$ cat src/rtl/fifo_uart_tx.sv
// fifo_uart_tx: UART serializer that pops bytes from the TX FIFO and frames them onto serial_out
module fifo_uart_tx #(
  parameter int CLOCK_FREQ = 125_000_000,
  parameter int BAUD_RATE = 115_200,
  parameter int WIDTH = 8,
  parameter int PARITY = 0,
  parameter int CNT_WIDTH = 16
) (
  input  logic                 clk,
  input  logic                 rst,
  input  logic                 tx_enable,
  input  logic                 fifo_empty,
  output logic                 fifo_rd_en,
  input  logic [WIDTH-1:0]     fifo_dout,
  output logic                 serial_out,
  output logic                 busy,
  output logic [CNT_WIDTH-1:0] frames_sent
);
  localparam int SET = CLOCK_FREQ / BAUD_RATE;
  localparam int CW = SET > 1 ? $clog2(SET) : 1;
  localparam int BW = WIDTH > 1 ? $clog2(WIDTH) : 1;
  typedef enum logic [2:0] {IDLE, START, DATA, PAR, STOP} state_t;
  state_t state, state_n;
  logic [CW-1:0] cyc;
  logic [BW-1:0] bit_cnt;
  logic [WIDTH-1:0] sh;
  logic par, last_cyc, last_bit, adv, so_n;
  assign last_cyc = cyc == CW'(SET - 1);
  assign last_bit = bit_cnt == BW'(WIDTH - 1);
  assign fifo_rd_en = state == IDLE && tx_enable && !fifo_empty && !rst;
  assign adv = state == IDLE ? fifo_rd_en : last_cyc;
  always_comb begin
    state_n = state;
    case (state)
      IDLE:    state_n = fifo_rd_en ? START : IDLE;
      START:   state_n = last_cyc ? DATA : START;
      DATA:    state_n = last_cyc && last_bit ? (PARITY != 0 ? PAR : STOP) : DATA;
      PAR:     state_n = last_cyc ? STOP : PAR;
      STOP:    state_n = last_cyc ? IDLE : STOP;
      default: state_n = IDLE;
    endcase
  end
  // sh[0] always holds the next data bit to put on the line
  assign so_n = state_n == START ? 1'b0 : state_n == DATA ? sh[0] : state_n == PAR ? par : 1'b1;
  always_ff @(posedge clk) begin
    if (rst) begin
      state <= IDLE;
      cyc <= '0;
      bit_cnt <= '0;
      serial_out <= 1'b1;
      busy <= 1'b0;
      frames_sent <= '0;
    end else begin
      state <= state_n;
      cyc <= adv || state == IDLE ? '0 : cyc + 1'b1;
      bit_cnt <= adv ? (state == DATA ? bit_cnt + 1'b1 : '0) : bit_cnt;
      serial_out <= adv ? so_n : serial_out;
      busy <= state_n != IDLE;
      frames_sent <= frames_sent + CNT_WIDTH'(state == STOP && last_cyc);
    end
  end
  always_ff @(posedge clk) begin
    if (fifo_rd_en) begin
      sh <= fifo_dout;
      par <= ^fifo_dout ^ (PARITY == 2);
    end else if (adv && state_n == DATA) begin
      sh <= sh >> 1;
    end
  end
endmodule
$ cat config.mk
export PLATFORM = sky130hd
export DESIGN_NAME = fifo_uart_tx
export DESIGN_NICKNAME = d
export VERILOG_FILES = /design/src/rtl/fifo_uart_tx.sv
export SDC_FILE = /design/constraint.sdc
export NUM_CORES = 1
export LEC_CHECK = 0
export ABC_AREA = 0
export CORE_UTILIZATION = 50
export DETAILED_ROUTE_END_ITERATION = 8
export PLACE_DENSITY = 0.75
export SYNTH_ARGS = -nofsm -noshare
export SYNTH_HDL_FRONTEND = slang
export SYNTH_SLANG_ARGS = --single-unit
$ cat constraint.sdc
create_clock -name clk -period 2.8 [get_ports clk]
set_input_delay 0.42 -clock clk [delete_from_list [all_inputs] [get_ports clk]]
set_output_delay 0.42 -clock clk [all_outputs]
set_load 0.005 [all_outputs]
# After elaboration in Yosys (flattened, before gate mapping)

Index checks and enable logic that the tools add are counted.

Add/subtract/negate cells: 3
Eq/ne operators: 9
Reductions and logical operators: 14
Mux-type cells: 13

Operators with widths:

| operator                                             | count |
|---|---|
| adder 16 x 1 -> 16 bit                               | 1 |
| two-way mux 8 bit                                    | 2 |
| one-hot mux 3 bit (5 select lines)                   | 1 |
| equality test 3 x 2 -> 1 bit (second input constant) | 4 |
| two-way mux 3 bit                                    | 4 |
| adder 11 x 1 -> 11 bit (second input constant)       | 1 |
| equality test 11 bit (second input constant)         | 1 |
| parity 8 bit                                         | 1 |
| equality test 3 x 1 -> 1 bit (second input constant) | 2 |
| equality test 3 bit (second input constant)          | 2 |
| logical AND 1 bit                                    | 6 |
| two-way mux 1 bit                                    | 5 |
| adder 3 x 1 -> 3 bit (second input constant)         | 1 |
| zero test 3 bit                                      | 1 |
| nonzero test 3 bit                                   | 1 |
| zero test 1 bit                                      | 2 |
| two-way mux 2 bit                                    | 1 |
| nonzero test 2 bit                                   | 1 |
| OR reduction 2 bit                                   | 1 |
| logical OR 1 bit                                     | 1 |

Output and inout port bits: 19
Logic and storage cells: 47
Input port bits: 12
Register bits: 44

# Depth between registers and ports, before layout

Depth after elaboration: 10
Gate-level depth with buffers: 12
Mapped depth without buffers: 11

# Worst setup path before layout

OpenSTA, ideal clock, no wires.

Path kind: reg2reg
From: register cyc[0]
To: register frames_sent[12]
Stages on the path, launching flop included: 13
Data required time: 2.672 ns
Setup time: 0.128 ns
Slack: 0.524 ns
Clock period less this slack: 2.276 ns
Buffers on the path: 1
Arrival: 2.148 ns
Cells stage by stage: dfxtp_1 inv_1 ha_1 nor4b_2 and3_1 buf_6 and3_2 ha_1 ha_1 and3_1 nand4_1 xor2_1 nor2_1

Cells in the longest elaborated chain, start to end: 3

Ends and longest elaborated chain:

| element                | line | text |
|---|---|---|
| start, declared        | 24   | `logic [CW-1:0] cyc;` |
| start signal, assigned | 55   | `cyc <= adv \|\| state == IDLE ? '0 : cyc + 1'b1;` |
| equality test 11 bit   | 28   | `assign last_cyc = cyc == CW'(SET - 1);` |
| logical AND 1 bit      | 59   | `frames_sent <= frames_sent + CNT_WIDTH'(state == STOP && last_cyc);` |
| adder 16 x 1 -> 16 bit | 59   |  |
| end signal, assigned   | 59   |  |
| end, declared          | 17   | `output logic [CNT_WIDTH-1:0] frames_sent` |

Every way passes these cells.
A chain may end at the register's enable or synchronous reset.

# Worst setup path after layout

From: register cyc[0]
To: register frames_sent[13]

The elaborated chain is that of the path after synthesis.

==> summary.md <==
| Metric | Value |
|---|---|
| Die area | `between 0.004 and 0.005 mm^2` |
| Clk pwr share | `33.6%` |
| Total power per unit cell area | `between 400 and 500 mW/mm^2` |
| DRT iter0 DRCs | `110` |
| Top post-synthesis cells by area | `dfxtp_1, edfxtp_1, xnor2_1, nor2_1, nand2_1` |
| Worst hold path type | `register to register` |
| PortBufs | `30` |
| Final antenna-violating net count | `0` |
| Clk root buf | `clkbuf_8` |
| Combinational power share | `between 6 and 7%` |
| Worst slew pin tran | `approximately 380 ps` |
| Setup TNS | `0 ps` |
| Worst Setup End Kind | `register` |
| Tcrit/Tclk final | `approximately 88%` |
| Via count | `around 1500` |
| Synth unique cells | `34` |
| Psw | `0.000235 W` |
| Syn avg cell area | `9.28 um^2` |
| RSZ-0062 raised after global routing | `no` |
| Layout cells sized above 1 | `between 5 and 6%` |
| Startpoint Class | `register` |
| Final Setup Violations | `0` |
| Status | `finished, final reports clean` |
| Die Ht | `65.2 um` |
| Yosys warning count | `0` |
| Core Area | `between 0.003 and 0.004 mm^2` |
| Total global-route track usage | `between 10% and 20%` |
| Horizontal die dimension | `65.2 um` |
| CP Launch Point | `cyc[0]$_SDFF_PP0_` |
| Register area share after synthesis | `48.7%` |
| Int Pwr | `approximately 0.00087 W` |
| N_diodes | `0` |
| Rows | `22` |
| Sequential standard cell area | `about 970 um^2` |
| Switching share of power | `between 20% and 30%` |
| Area Overhead vs Synth | `22.1%` |
| Clock Skews | `7.63 ps` |
| Netlist Area Pre-Place | `0.00200 mm^2` |
| Largest net degree at the start of global routing | `26` |
| Critical Path RT | `about 3000 ps` |
| Arr. time, crit path | `between 2000 and 3000 ps` |
| TritonCTS Buffers | `5` |
| Drt first pass iters | `4` |
| Clock tree sinks | `44` |
| I/O pin total | `31` |
| Placer Congestion | `approximately 0.75` |
| Placed Area | `between 0.002 and 0.0025 mm^2` |
| Power Total | `approximately 0.0011 W` |
| Initial antenna violation count | `0` |
| Flop2flop setup slack | `between 300 and 400 ps` |
| Final net count | `268` |
| Final worst slack | `between 300 and 400 ps` |
| First-pass GRT wire length | `a little over 6 mm` |
| Total gr overflow | `0` |
| Area leader, netlist | `dfxtp_1` |
| Vias in the first global route | `1384` |
| Pre-CTS setup slack | `approximately 340 ps` |
| Reg2reg start | `cyc[0]$_SDFF_PP0_` |
| Maximum fanout along the worst path | `8` |
| Syn nets | `roughly 230` |
| Clock period minus worst slack | `about 2500 ps` |
| Min-delay src | `bit_cnt[2]$_SDFFE_PP0P_` |
| Hold_ws | `between 400 and 500 ps` |
| Vias/cell | `5.10` |
| Max Freq | `a little over 400 MHz` |
| Clock tree buffer depth | `2` |
| Initial core utilization | `between 50 and 60%` |
| Gate Count Post-Synth | `between 200 and 250` |
| Seq pwr share | `about three fifths` |
| H-tree depth | `2` |
| Post-Route WL | `roughly 3.5 mm` |
| Hold_buf cts | `0` |
| Post-CTS Resized | `0` |
| Yosys reg bits | `44` |
| Leakage power | `0.906 nW` |
| Post-route cell area | `about 0.0024 mm^2` |
| Post-CTS Setup Inserts | `0` |
| Max Cap Viol | `0` |
| Clock Latency Late Sink | `between 200 and 300 ps` |
| Filler cell count | `around 340` |
| Peak VDD IR | `between 0.2 and 0.3 mV` |
| Drt wl/cell | `~12 um` |
| Hold Fails Final Rpt | `0` |
| DR DRC count | `0` |
| Final number of max-transition violations | `0` |
| Multi-input logic area | `968 um^2` |
| CP Class | `register to register` |
| Synth top area share | `35.1%` |
| Clk slew on worst S/H paths | `~80 ps` |
| Slew margin rel. | `around 75%` |
| Hpwl dp | `roughly 2.6 mm` |
| CTS tree | `yes` |
final timing paths:
check | endpoint | cells after the start
max | frames_sent[13]$_SDFF_PP0_ | 12
min | bit_cnt[2]$_SDFFE_PP0P_ | 2
max reg2reg | frames_sent[13]$_SDFF_PP0_ | 12
min reg2reg | bit_cnt[2]$_SDFFE_PP0P_ | 2
layer usage:
metal	global-route usage (%)	share of wire [%]	up-vias
met2	29.0	46	39
met3	5.38	4.7	4
li1	-	-	789
met5	0	0	-
met1	25.1	48	692
met4	7.34	1.1	0
kinds of logic after synthesis:
group           share of synthesized area (%)
xor+xnor                                 12.7
compound gates                           5.33
flops                                    48.7
fa+ha+maj                                3.76
buf+inv                                  2.82
simple gates                             26.7
worst max-delay path, cell delays in order, from the launching register on:
cell     delay [ps]
dfxtp_1         350
inv_1            70
ha_1            120
nor4b_2         200
and3_1          370
and3_2          230
ha_1            180
nand2_1         110
nor4_1          250
buf_4           190
nand3_1          90
xor2_1          140
nor2_1           50
per-stage QoR:
step | cells | utilization [%]
3_5_place_dp | 291 | 62.9
2_1_floorplan | 215 | -
4_1_cts | 299 | 65.1
6_report | 299 | 65.1
3_3_place_gp | 291 | 62.9
5_1_grt | 299 | 65.1
flip-flops by register name, summed over array words and instances, names as in the netlist:
signal,flops
state,3
par,1
frames_sent,16
busy,1
bit_cnt,3
cyc,11
sh,8
serial_out,1
Yosys cell counts:
| master | number |
|---|---|
| and2_1 | 1 |
| or3_1 | 1 |
| a21oi_4 | 1 |
| nand2_1 | 31 |
| and3_1 | 5 |
| or3_2 | 1 |
| clkbuf_1 | 3 |
| inv_1 | 5 |
| nand4_1 | 6 |
| nor2b_1 | 6 |
| nand4b_1 | 1 |
| and3_2 | 2 |
| a211oi_1 | 1 |
| nor2_1 | 32 |
| nor4_1 | 1 |
| buf_2 | 3 |
| dfxtp_1 | 35 |
| or3b_1 | 2 |
| nand3b_1 | 3 |
| nor3_1 | 2 |
| a21oi_1 | 7 |
| nand2b_1 | 2 |
| buf_6 | 1 |
| nand3_1 | 9 |
| ha_1 | 6 |
| o2111ai_1 | 1 |
| and4_1 | 2 |
| a32oi_1 | 1 |
| xnor2_1 | 16 |
| o21ai_0 | 4 |
| o211a_1 | 1 |
| nor4b_2 | 1 |
| xor2_1 | 13 |
| edfxtp_1 | 9 |
final cells by class:
class	count	area share [%]
multi-input combinational	159	39.8
clock buffer	7	3.13
inverter	5	0.770
timing repair buffer	35	13.9
clock inverter	1	0.154
sequential	44	39.9
tap	48	2.47
power by group through the flow:
stage | sequential, W | combinational, W | clock [W]
after floorplan | 0.000673 | 0.0000426 | 0
after global placement | 0.000673 | 0.0000746 | 0
after detailed placement | 0.000674 | 0.0000749 | 0
after CTS | 0.000659 | 0.0000757 | 0.000384
after global routing | 0.000660 | 0.0000822 | 0.000412
final | 0.000659 | 0.0000743 | 0.000370
placed cells by master, fill, tap and decap left out, types with 3 or more instances in the layout:
cell and count:
and3_1 5, clkbuf_8 5, clkdlybuf4s50_1 30, dfxtp_1 35, nand3_1 9, ha_1 6, inv_1 5, xor2_1 13
xnor2_1 16, a21oi_1 7, nor2_1 32, o21ai_0 4, nand3b_1 3, nand4_1 6, nor2b_1 6, nand2_1 31
edfxtp_1 9, buf_4 5
Note: power is estimated with default switching activity, not from simulation.
